File: config.mk
export PLATFORM = sky130hd
export DESIGN_NAME = msrv32_wb_unit
export DESIGN_NICKNAME = d
export VERILOG_FILES = /design/src/rtl/msrv32_pkg.sv /design/src/rtl/msrv32_load_align.sv /design/src/rtl/msrv32_wb_unit.sv
export SDC_FILE = /design/constraint.sdc
export NUM_CORES = 1
export LEC_CHECK = 0
export BUFFER_PORTS_ARGS = -buffer_cell sky130_fd_sc_hd__buf_2
export CORE_UTILIZATION = 41
export CTS_CLUSTER_SIZE = 14
export DETAILED_ROUTE_END_ITERATION = 12
export GPL_ROUTABILITY_DRIVEN = 0
export PLACE_DENSITY = 0.73
export SLEW_MARGIN = 20
export SYNTH_ARGS = -nofsm -noshare
export SYNTH_HDL_FRONTEND = slang
export SYNTH_SLANG_ARGS = --single-unit
File: constraint.sdc
create_clock -name ms_risc32_mp_clk_in -period 1.9 [get_ports ms_risc32_mp_clk_in]
set_input_delay 0.095 -clock ms_risc32_mp_clk_in [delete_from_list [all_inputs] [get_ports ms_risc32_mp_clk_in]]
set_output_delay 0.095 -clock ms_risc32_mp_clk_in [all_outputs]
set_load 0.05 [all_outputs]
File: src/rtl/msrv32_pkg.sv
// ---------------------------------------------------------------------------
// msrv32_pkg
// Shared definitions for the write-back stage:
//   - WB_SEL result-source encodings (WB_ALU, WB_LOAD, WB_IMM, WB_PC4, WB_CSR)
//   - load funct3 constants (LB, LH, LW, LBU, LHU)
//   - write-back FSM state encoding (ST_IDLE, ST_WAIT_MEM)
//   - is_misaligned(): detects halfword/word loads whose offset breaks alignment
// ---------------------------------------------------------------------------
package msrv32_pkg;

  // Result-source select encodings; unlisted codes fall back to the ALU.
  localparam logic [2:0] WB_ALU  = 3'd0;
  localparam logic [2:0] WB_LOAD = 3'd1;
  localparam logic [2:0] WB_IMM  = 3'd2;
  localparam logic [2:0] WB_PC4  = 3'd3;
  localparam logic [2:0] WB_CSR  = 3'd4;

  // Load funct3 encodings; 011/110/111 are reserved and read as a full word.
  localparam logic [2:0] LB  = 3'b000;
  localparam logic [2:0] LH  = 3'b001;
  localparam logic [2:0] LW  = 3'b010;
  localparam logic [2:0] LBU = 3'b100;
  localparam logic [2:0] LHU = 3'b101;

  typedef enum logic [0:0] {
    ST_IDLE     = 1'b0,
    ST_WAIT_MEM = 1'b1
  } wb_state_e;

  // Halfword loads need off[0]==0; word loads need off==0.
  // Byte and reserved loads can never be misaligned.
  function automatic logic is_misaligned(input logic [2:0] funct3,
                                         input logic [1:0] off);
    logic mis;
    mis = 1'b0;
    case (funct3)
      LH, LHU: mis = off[0];
      LW:      mis = (off != 2'b00);
      default: mis = 1'b0;
    endcase
    return mis;
  endfunction

endpackage

File: src/rtl/msrv32_load_align.sv
// ---------------------------------------------------------------------------
// msrv32_load_align
// Combinational load data aligner: picks the addressed byte/halfword out of a
// word-aligned memory read and sign- or zero-extends it to XLEN.
// Ports:
//   funct3   in   3     load type
//   offset   in   2     byte offset within the word
//   rdata    in   XLEN  word-aligned memory read data
//   ext_data out  XLEN  aligned, extended load result
// ---------------------------------------------------------------------------
module msrv32_load_align
  import msrv32_pkg::*;
#(
  parameter int XLEN = 32
) (
  input  logic [2:0]      funct3,
  input  logic [1:0]      offset,
  input  logic [XLEN-1:0] rdata,
  output logic [XLEN-1:0] ext_data
);

  logic [7:0]  byte_sel;
  logic [15:0] half_sel;

  always_comb begin
    byte_sel = rdata[7:0];
    case (offset)
      2'd0:    byte_sel = rdata[7:0];
      2'd1:    byte_sel = rdata[15:8];
      2'd2:    byte_sel = rdata[23:16];
      default: byte_sel = rdata[31:24];
    endcase
  end

  // Only offset[1] picks the halfword; a set offset[0] is simply ignored here.
  assign half_sel = offset[1] ? rdata[31:16] : rdata[15:0];

  always_comb begin
    ext_data = rdata;
    case (funct3)
      LB:      ext_data = {{(XLEN-8){byte_sel[7]}}, byte_sel};
      LBU:     ext_data = {{(XLEN-8){1'b0}}, byte_sel};
      LH:      ext_data = {{(XLEN-16){half_sel[15]}}, half_sel};
      LHU:     ext_data = {{(XLEN-16){1'b0}}, half_sel};
      default: ext_data = rdata;
    endcase
  end

endmodule

File: src/rtl/msrv32_wb_unit.sv
// ---------------------------------------------------------------------------
// msrv32_wb_unit
// Write-back stage driving the integer register file write port. Non-load
// results are written one cycle after acceptance; loads park in WAIT_MEM
// until the data memory returns data, which is then aligned and written.
// Optional build macro: MSRV32_WB_MISALIGN_CHK_EN adds misaligned_out and
// suppresses the register write of misaligned halfword/word loads.
// Ports:
//   ms_risc32_mp_clk_in  in   clock, rising edge
//   ms_risc32_mp_rst_in  in   async active-high reset
//   valid_in / ready_out      instruction handshake with execute
//   rd_addr_in, rf_wr_en_in, wb_sel_in   destination, write flag, source
//   alu_result_in, imm_in, pc_in, csr_data_in   result candidates
//   load_funct3_in            load type
//   dmem_rdata_in, dmem_valid_in   data-memory response
//   rd_addr_out, rd_out, wr_en_out   register-file write port (registered)
//   busy_out                  high while waiting on memory
//   misaligned_out            (optional) misaligned-load pulse
// ---------------------------------------------------------------------------
module msrv32_wb_unit
  import msrv32_pkg::*;
#(
  parameter int XLEN     = 32,
  parameter int WB_SEL_W = 3
) (
  input  logic                ms_risc32_mp_clk_in,
  input  logic                ms_risc32_mp_rst_in,
  input  logic                valid_in,
  output logic                ready_out,
  input  logic [4:0]          rd_addr_in,
  input  logic                rf_wr_en_in,
  input  logic [WB_SEL_W-1:0] wb_sel_in,
  input  logic [XLEN-1:0]     alu_result_in,
  input  logic [XLEN-1:0]     imm_in,
  input  logic [XLEN-1:0]     pc_in,
  input  logic [XLEN-1:0]     csr_data_in,
  input  logic [2:0]          load_funct3_in,
  input  logic [XLEN-1:0]     dmem_rdata_in,
  input  logic                dmem_valid_in,
  output logic [4:0]          rd_addr_out,
  output logic [XLEN-1:0]     rd_out,
  output logic                wr_en_out,
  output logic                busy_out
`ifdef MSRV32_WB_MISALIGN_CHK_EN
  ,
  output logic                misaligned_out
`endif
);

  wb_state_e state_q, state_d;

  // Load context captured at acceptance; execute moves on while we wait.
  logic [4:0]      ld_rd_addr_q;
  logic            ld_wr_en_q;
  logic [2:0]      ld_funct3_q;
  logic [1:0]      ld_off_q;
  logic            ld_capture;

  logic [4:0]      rd_addr_d;
  logic [XLEN-1:0] rd_d;
  logic            wr_en_d;
  logic [XLEN-1:0] sel_value;
  logic [XLEN-1:0] load_value;
  logic            ld_misaligned;

  assign ready_out = (state_q == ST_IDLE);
  assign busy_out  = (state_q == ST_WAIT_MEM);

  msrv32_load_align #(
    .XLEN (XLEN)
  ) u_load_align (
    .funct3   (ld_funct3_q),
    .offset   (ld_off_q),
    .rdata    (dmem_rdata_in),
    .ext_data (load_value)
  );

  assign ld_misaligned = is_misaligned(ld_funct3_q, ld_off_q);

  // PC+4 wraps naturally at XLEN bits.
  always_comb begin
    sel_value = alu_result_in;
    case (wb_sel_in)
      WB_IMM:  sel_value = imm_in;
      WB_PC4:  sel_value = pc_in + XLEN'(4);
      WB_CSR:  sel_value = csr_data_in;
      default: sel_value = alu_result_in;
    endcase
  end

  always_ff @(posedge ms_risc32_mp_clk_in or posedge ms_risc32_mp_rst_in) begin
    if (ms_risc32_mp_rst_in) begin
      state_q <= ST_IDLE;
    end else begin
      state_q <= state_d;
    end
  end

  // rd_addr_out/rd_out hold their last value between writes; wr_en_out
  // defaults low so every write is a single-cycle pulse.
  always_comb begin
    state_d    = state_q;
    rd_addr_d  = rd_addr_out;
    rd_d       = rd_out;
    wr_en_d    = 1'b0;
    ld_capture = 1'b0;
    case (state_q)
      ST_IDLE: begin
        if (valid_in) begin
          if (wb_sel_in == WB_LOAD) begin
            ld_capture = 1'b1;
            state_d    = ST_WAIT_MEM;
          end else begin
            rd_addr_d = rd_addr_in;
            rd_d      = sel_value;
            wr_en_d   = rf_wr_en_in && (rd_addr_in != 5'd0);
          end
        end
      end
      ST_WAIT_MEM: begin
        if (dmem_valid_in) begin
          state_d   = ST_IDLE;
          rd_addr_d = ld_rd_addr_q;
          rd_d      = load_value;
          wr_en_d   = ld_wr_en_q && (ld_rd_addr_q != 5'd0);
`ifdef MSRV32_WB_MISALIGN_CHK_EN
          if (ld_misaligned) begin
            wr_en_d = 1'b0;
          end
`endif
        end
      end
      default: state_d = ST_IDLE;
    endcase
  end

  always_ff @(posedge ms_risc32_mp_clk_in or posedge ms_risc32_mp_rst_in) begin
    if (ms_risc32_mp_rst_in) begin
      rd_addr_out <= 5'd0;
      rd_out      <= '0;
      wr_en_out   <= 1'b0;
    end else begin
      rd_addr_out <= rd_addr_d;
      rd_out      <= rd_d;
      wr_en_out   <= wr_en_d;
    end
  end

  always_ff @(posedge ms_risc32_mp_clk_in or posedge ms_risc32_mp_rst_in) begin
    if (ms_risc32_mp_rst_in) begin
      ld_rd_addr_q <= 5'd0;
      ld_wr_en_q   <= 1'b0;
      ld_funct3_q  <= 3'd0;
      ld_off_q     <= 2'd0;
    end else if (ld_capture) begin
      ld_rd_addr_q <= rd_addr_in;
      ld_wr_en_q   <= rf_wr_en_in;
      ld_funct3_q  <= load_funct3_in;
      ld_off_q     <= alu_result_in[1:0];
    end
  end

`ifdef MSRV32_WB_MISALIGN_CHK_EN
  // Pulses in the same cycle the suppressed write would have appeared.
  always_ff @(posedge ms_risc32_mp_clk_in or posedge ms_risc32_mp_rst_in) begin
    if (ms_risc32_mp_rst_in) begin
      misaligned_out <= 1'b0;
    end else begin
      misaligned_out <= (state_q == ST_WAIT_MEM) && dmem_valid_in && ld_misaligned;
    end
  end
`else
  // Without the checker, misaligned loads write normally.
  logic unused_misaligned;
  assign unused_misaligned = ld_misaligned;
`endif

endmodule
# == Word-level counts from Yosys, hierarchy flattened ==
# Index checks and enable logic that the tools add are counted.
# Widths: inputs -> output; s select.
# word_totals
reg_bits,50
in_bits,176
out_inout_bits,40
elab_cells,50
# classes
n_addsub,1
eq_ne,12
n_mux,21
bitwise,1
n_reduce_logical,7
# op_table
op,count
$pmux 32 s4,1
$mux 32,3
$pmux 32 s3,1
$pmux 32 s2,1
$add 32x3->32 const B,1
$pmux 8 s3,1
$mux 16,1
$mux 5,3
$pmux 5 s2,1
$reduce_bool 5->1,2
$eq 3x3->1 const B,3
$mux 1,7
$eq 3x1->1 const B,2
$eq 3x2->1 const B,2
$ne 2x2->1 const B,3
$pmux 1 s2,2
$logic_not 3->1,1
$reduce_and 3->1,1
$eq 2x1->1 const B,1
$eq 2x2->1 const B,1
$logic_and 1x1->1,2
$logic_not 2->1,1
$not 1->1,1

# == Longest topological paths before layout ==
# depth
depth_word,5
ltp_mapped,7
ltp_nobuf,6

# == Modules after synthesis ==
# A second synthesis with hierarchy kept.
# hier_totals
cells_unflattened,591
hier_area_um2,4700.8
# by_module_without_submodules
mod,n_inst,cells_per_inst,area_per_inst_um2,seq_area_each_um2
msrv32_wb_unit,1,458,3731.1,1251.2
msrv32_load_align,1,133,969.7,0.0

# == Worst setup path before layout ==
# No wires, ideal clock.
# synth_timing
kind,register to register
from,"reg state_q, in the netlist busy_out"
to,reg rd_out[19]
setup_ps,104
arrival_ps,1750
t_required_ps,1796
path_slack_ps,46
path_stages_with_launch,7
path_buffers,2
synth_period_minus_slack_ps,1854
path_cell_list,dfrtp_1 clkbuf_1 nand2_1 o21ai_1 buf_2 nor2_1 a221oi_1
# synth_via
elab_chain_len,3
word_cells_on_any_way,6
classes_between,eq/ne: 3; mux: 1; bitwise: 1; reduce/logical: 1
# synth_rtl
item,line,source
from (decl),msrv32_wb_unit.sv:50,"wb_state_e state_q, state_d;"
from (signal assigned),msrv32_wb_unit.sv:95,state_q <= state_d;
$not 1->1,-,
$ne 2x2->1 (no line),-,
$reduce_and 3->1 (no line),-,
to (signal assigned),msrv32_wb_unit.sv:144,rd_out <= rd_d;
to (decl),msrv32_wb_unit.sv:41,"output logic [XLEN-1:0] rd_out,"
# Parallel ways exist; a longest one is shown, timed or not.
# A chain may end at the register's enable or synchronous reset.

# == Final worst setup path ==
# layout_timing
from,reg ld_off_q[1]
to,reg rd_out[9]
# layout_via
elab_chain_len,5
word_cells_on_any_way,8
classes_between,eq/ne: 2; mux: 5; reduce/logical: 1
# layout_rtl
item,line,source
from (decl),msrv32_wb_unit.sv:56,logic [1:0] ld_off_q;
from (signal assigned),msrv32_wb_unit.sv:159,ld_off_q <= alu_result_in[1:0];
$eq 2x2->1 (tied with other cells),msrv32_load_align.sv:27,case (offset)
$pmux 8 s3,msrv32_load_align.sv:27,
$pmux 32 s4 *,msrv32_load_align.sv:40,case (funct3)
$mux 32 *,msrv32_wb_unit.sv:121,if (dmem_valid_in) begin
$pmux 32 s2 *,msrv32_wb_unit.sv:107,case (state_q)
# Every way passes the cells marked *; elsewhere a longest branch is shown, timed or not. The select of a mux whose other input is x is not followed.

==> out/metrics.cfg <==
[status]
status=finished clean

[logic_synthesis]
postSynthNetCount=721
synth_area_um2=4410
syn_inst=544
ys_warn_count=0
ys_ff_latch=50
synth_compound_area_share_pct=32.8
synthFlopType=dfrtp_1
synth.avg_cell_area_um2=8.11
synth-edff-count=0
synth_adder_area_share_pct=0.284
synth_top_family_by_area=compound AO/OA/AOI/OAI gates
synth-xor-area-share_pct=1.59
synth.mux.area_fraction_pct=6.07
synthSimpleGateAreaFrac_pct=23.7
yosysSeqAreaShare_pct=28.4
synth_cell_type_count=68
ys_async_sr_fraction_pct=100

[critical_path]
cpPeakStageDelay_ps=550
worstSetupStartpointType=flip-flop
end_kind=flip-flop
cp_max_fo=7
crit_chain=mux4_2 > a21o_2 > a221oi_1 > nor3_1 > a22o_1
worst_ep_arrival_time_ps=2080
path_class=flip-flop to flip-flop
slowest_stage=mux4_2
required_ps=2110

[power_and_ir_drop]
peakVddDrop_mv=0.384
p_leak_uw=0.00260
power_density_nw_per_um2=754

[timing]
rsz0062_at_grt=yes
maxSlewViolCount=0
worst_pin_slew_ps=600
hold_slack_ps=12.0
skew_ps=13.8
setup_violations=0
relSlewSlack_pct=59.6
hold_violations=0
fmax_ghz=0.533
period_share_pct=98.7
period_needed_ps=1880

[cts]
numCtsBuffers=5
insertion_delay_ps=310
max-clock-path-buffers=2
clock-root-buffer=clkbuf_8
tritoncts=yes
clkTransAtPathRegs_ps=100
htreeDepth=2
clkSinkCount=50

[floorplan]
core_um2=10400
dieArea_um2=11200
start_util_pct=42.6
die_y_um=106
num_rows=37
die_w_um=106
ios=216

[cells_and_area]
drive_above_1_share_pct=39.6
layout_commonest_cell=buf_2
nNetsFinal=939
insertedDiodeCount=0
final_area_um2=5910
mostFrequentLayoutCells=buf_2, nand2_1, dfrtp_1, buf_4, o21ai_0
final_core_util_pct=57.0
syn_to_final_growth_pct=33.9

[routing]
postRouteAntennaNets=0
routed_wl_mm=18.5
drc=0
drt_iter0_markers=562
vias=5784
vias_per_cell=6.43
wl_per_cell_um=20.6
dr.pass1.iters=5

[global_route]
overflow=0
grt_max_degree=25
grt_busiest_layer=met2
antenna_found_initial=0
globalRouteMet3Util_pct=5.63
gr-usage-met1_pct=44.0
met2_usage_pct=54.7
grt_pass1_vias=5482
grt_pass1_wl_mm=29.0
grt_use_total_pct=33.1

[placed_design]
dp_hpwl_mm=14.8
placed_area_um2=5750
port_buffers=215

[flow_run]
cap_violations=0

[hold_path]
min_path_type=input pin to flip-flop

-- power by group --
part | internal (uW) | leakage [uW] | switching (uW)
combinational | 774 | 0.00196 | 1520
sequential | 1280 | 0.000586 | 181
clock | 334 | 0.0000544 | 370
total | 2390 | 0.00260 | 2070
-- metal layers --
layer | share of wire (%) | vias to the layer above | wire [um]
met5 | 0 | - | 0
met4 | 3.0 | 0 | 549
met3 | 11 | 59 | 2120
met2 | 46 | 430 | 8570
met1 | 39 | 2728 | 7240
li1 | - | 2567 | -
-- sequential cells by signal, indices dropped and copies added (netlist names) --
signal and flops:
wr_en_out 1, rd_addr_out 5, ld_funct3_q 3, ld_wr_en_q 1, busy_out 1, ld_off_q 2
rd_out 32, ld_rd_addr_q 5
-- cell type report --
type	instances	area, um^2
clock buffer	7	96.3
fill	992	4460
tap	136	170
sequential	50	1250
clock inverter	1	8.76
inverter	12	45.0
multi-input combinational	432	2880
timing repair buffer	261	1460
-- cells by family after synthesis --
logic type               after synthesis
XOR/XNOR                               8
buffers and inverters                 62
multiplexers                          24
AO/OA/AOI/OAI                        204
adder cells (fa/ha/maj)                1
AND/OR/NAND/NOR                      195
flip-flops                            50
-- final timing paths --
check / startpoint / depth (start not counted) / slack [ps] / end
max: ld_off_q[1] / 5 / 20 / rd_out[9]
min: load_funct3_in[2] / 2 / 10 / ld_funct3_q[2]
max reg2reg: ld_off_q[1] / 5 / 20 / rd_out[9]
min reg2reg: rd_addr_out[2] / 2 / 490 / rd_addr_out[2]
max in group asynchronous: ms_risc32_mp_rst_in / 4 / 990 / rd_out[18]
min in group asynchronous: ms_risc32_mp_rst_in / 3 / 320 / rd_addr_out[1]
-- worst max-delay path: cells and delay by family, from the launching register on --
kind | cells | cell delay (ps)
AOI/OAI and AO/OA | 3 | 730
DFF | 1 | 400
muxes | 1 | 550
and+or+nand+nor | 1 | 90
-- cell usage after synthesis (all sizes together), types with 5 or more instances --
cell type	count	area, um^2
o22ai	16	100
a31oi	11	68.8
o21a	6	45.0
nand2b	9	56.3
inv	12	45.0
nor2b	6	37.5
o21ai	36	180
and4	5	45.0
buf	26	181
o31a	8	72.6
nand4	15	109
mux2	12	135
a21oi	29	145
nand2	56	210
nor4	12	90.1
and3	7	45.1
o221ai	13	114
dfrtp	50	1250
a22oi	15	113
mux2i	11	110
nor3	18	90.1
clkbuf	24	90.1
a221oi	20	181
a22o	11	96.3
nor2	29	109
a211oi	5	37.5
nand3	20	113
-- repair_timing --
action / CTS / global route
buffers inserted: 0 / 1
endpoints found under the hold margin: 20 / 0
hold buffers: 2 / 0
gates resized for setup: 0 / 9
setup endpoints to repair: 0 / 18
-- metrics by stage --
step	total power, uW	TNS, ps	setup WS, ps	std cells
detailed placement	3680	0	33.2	888
finish	4460	0	24.2	899
CTS	4380	0	25.2	898
floorplan	2900	0	45.9	544
global placement	3640	0	113	888
global route	4640	-53.8	-25.1	899
Note: power is estimated with default switching activity, not from simulation.
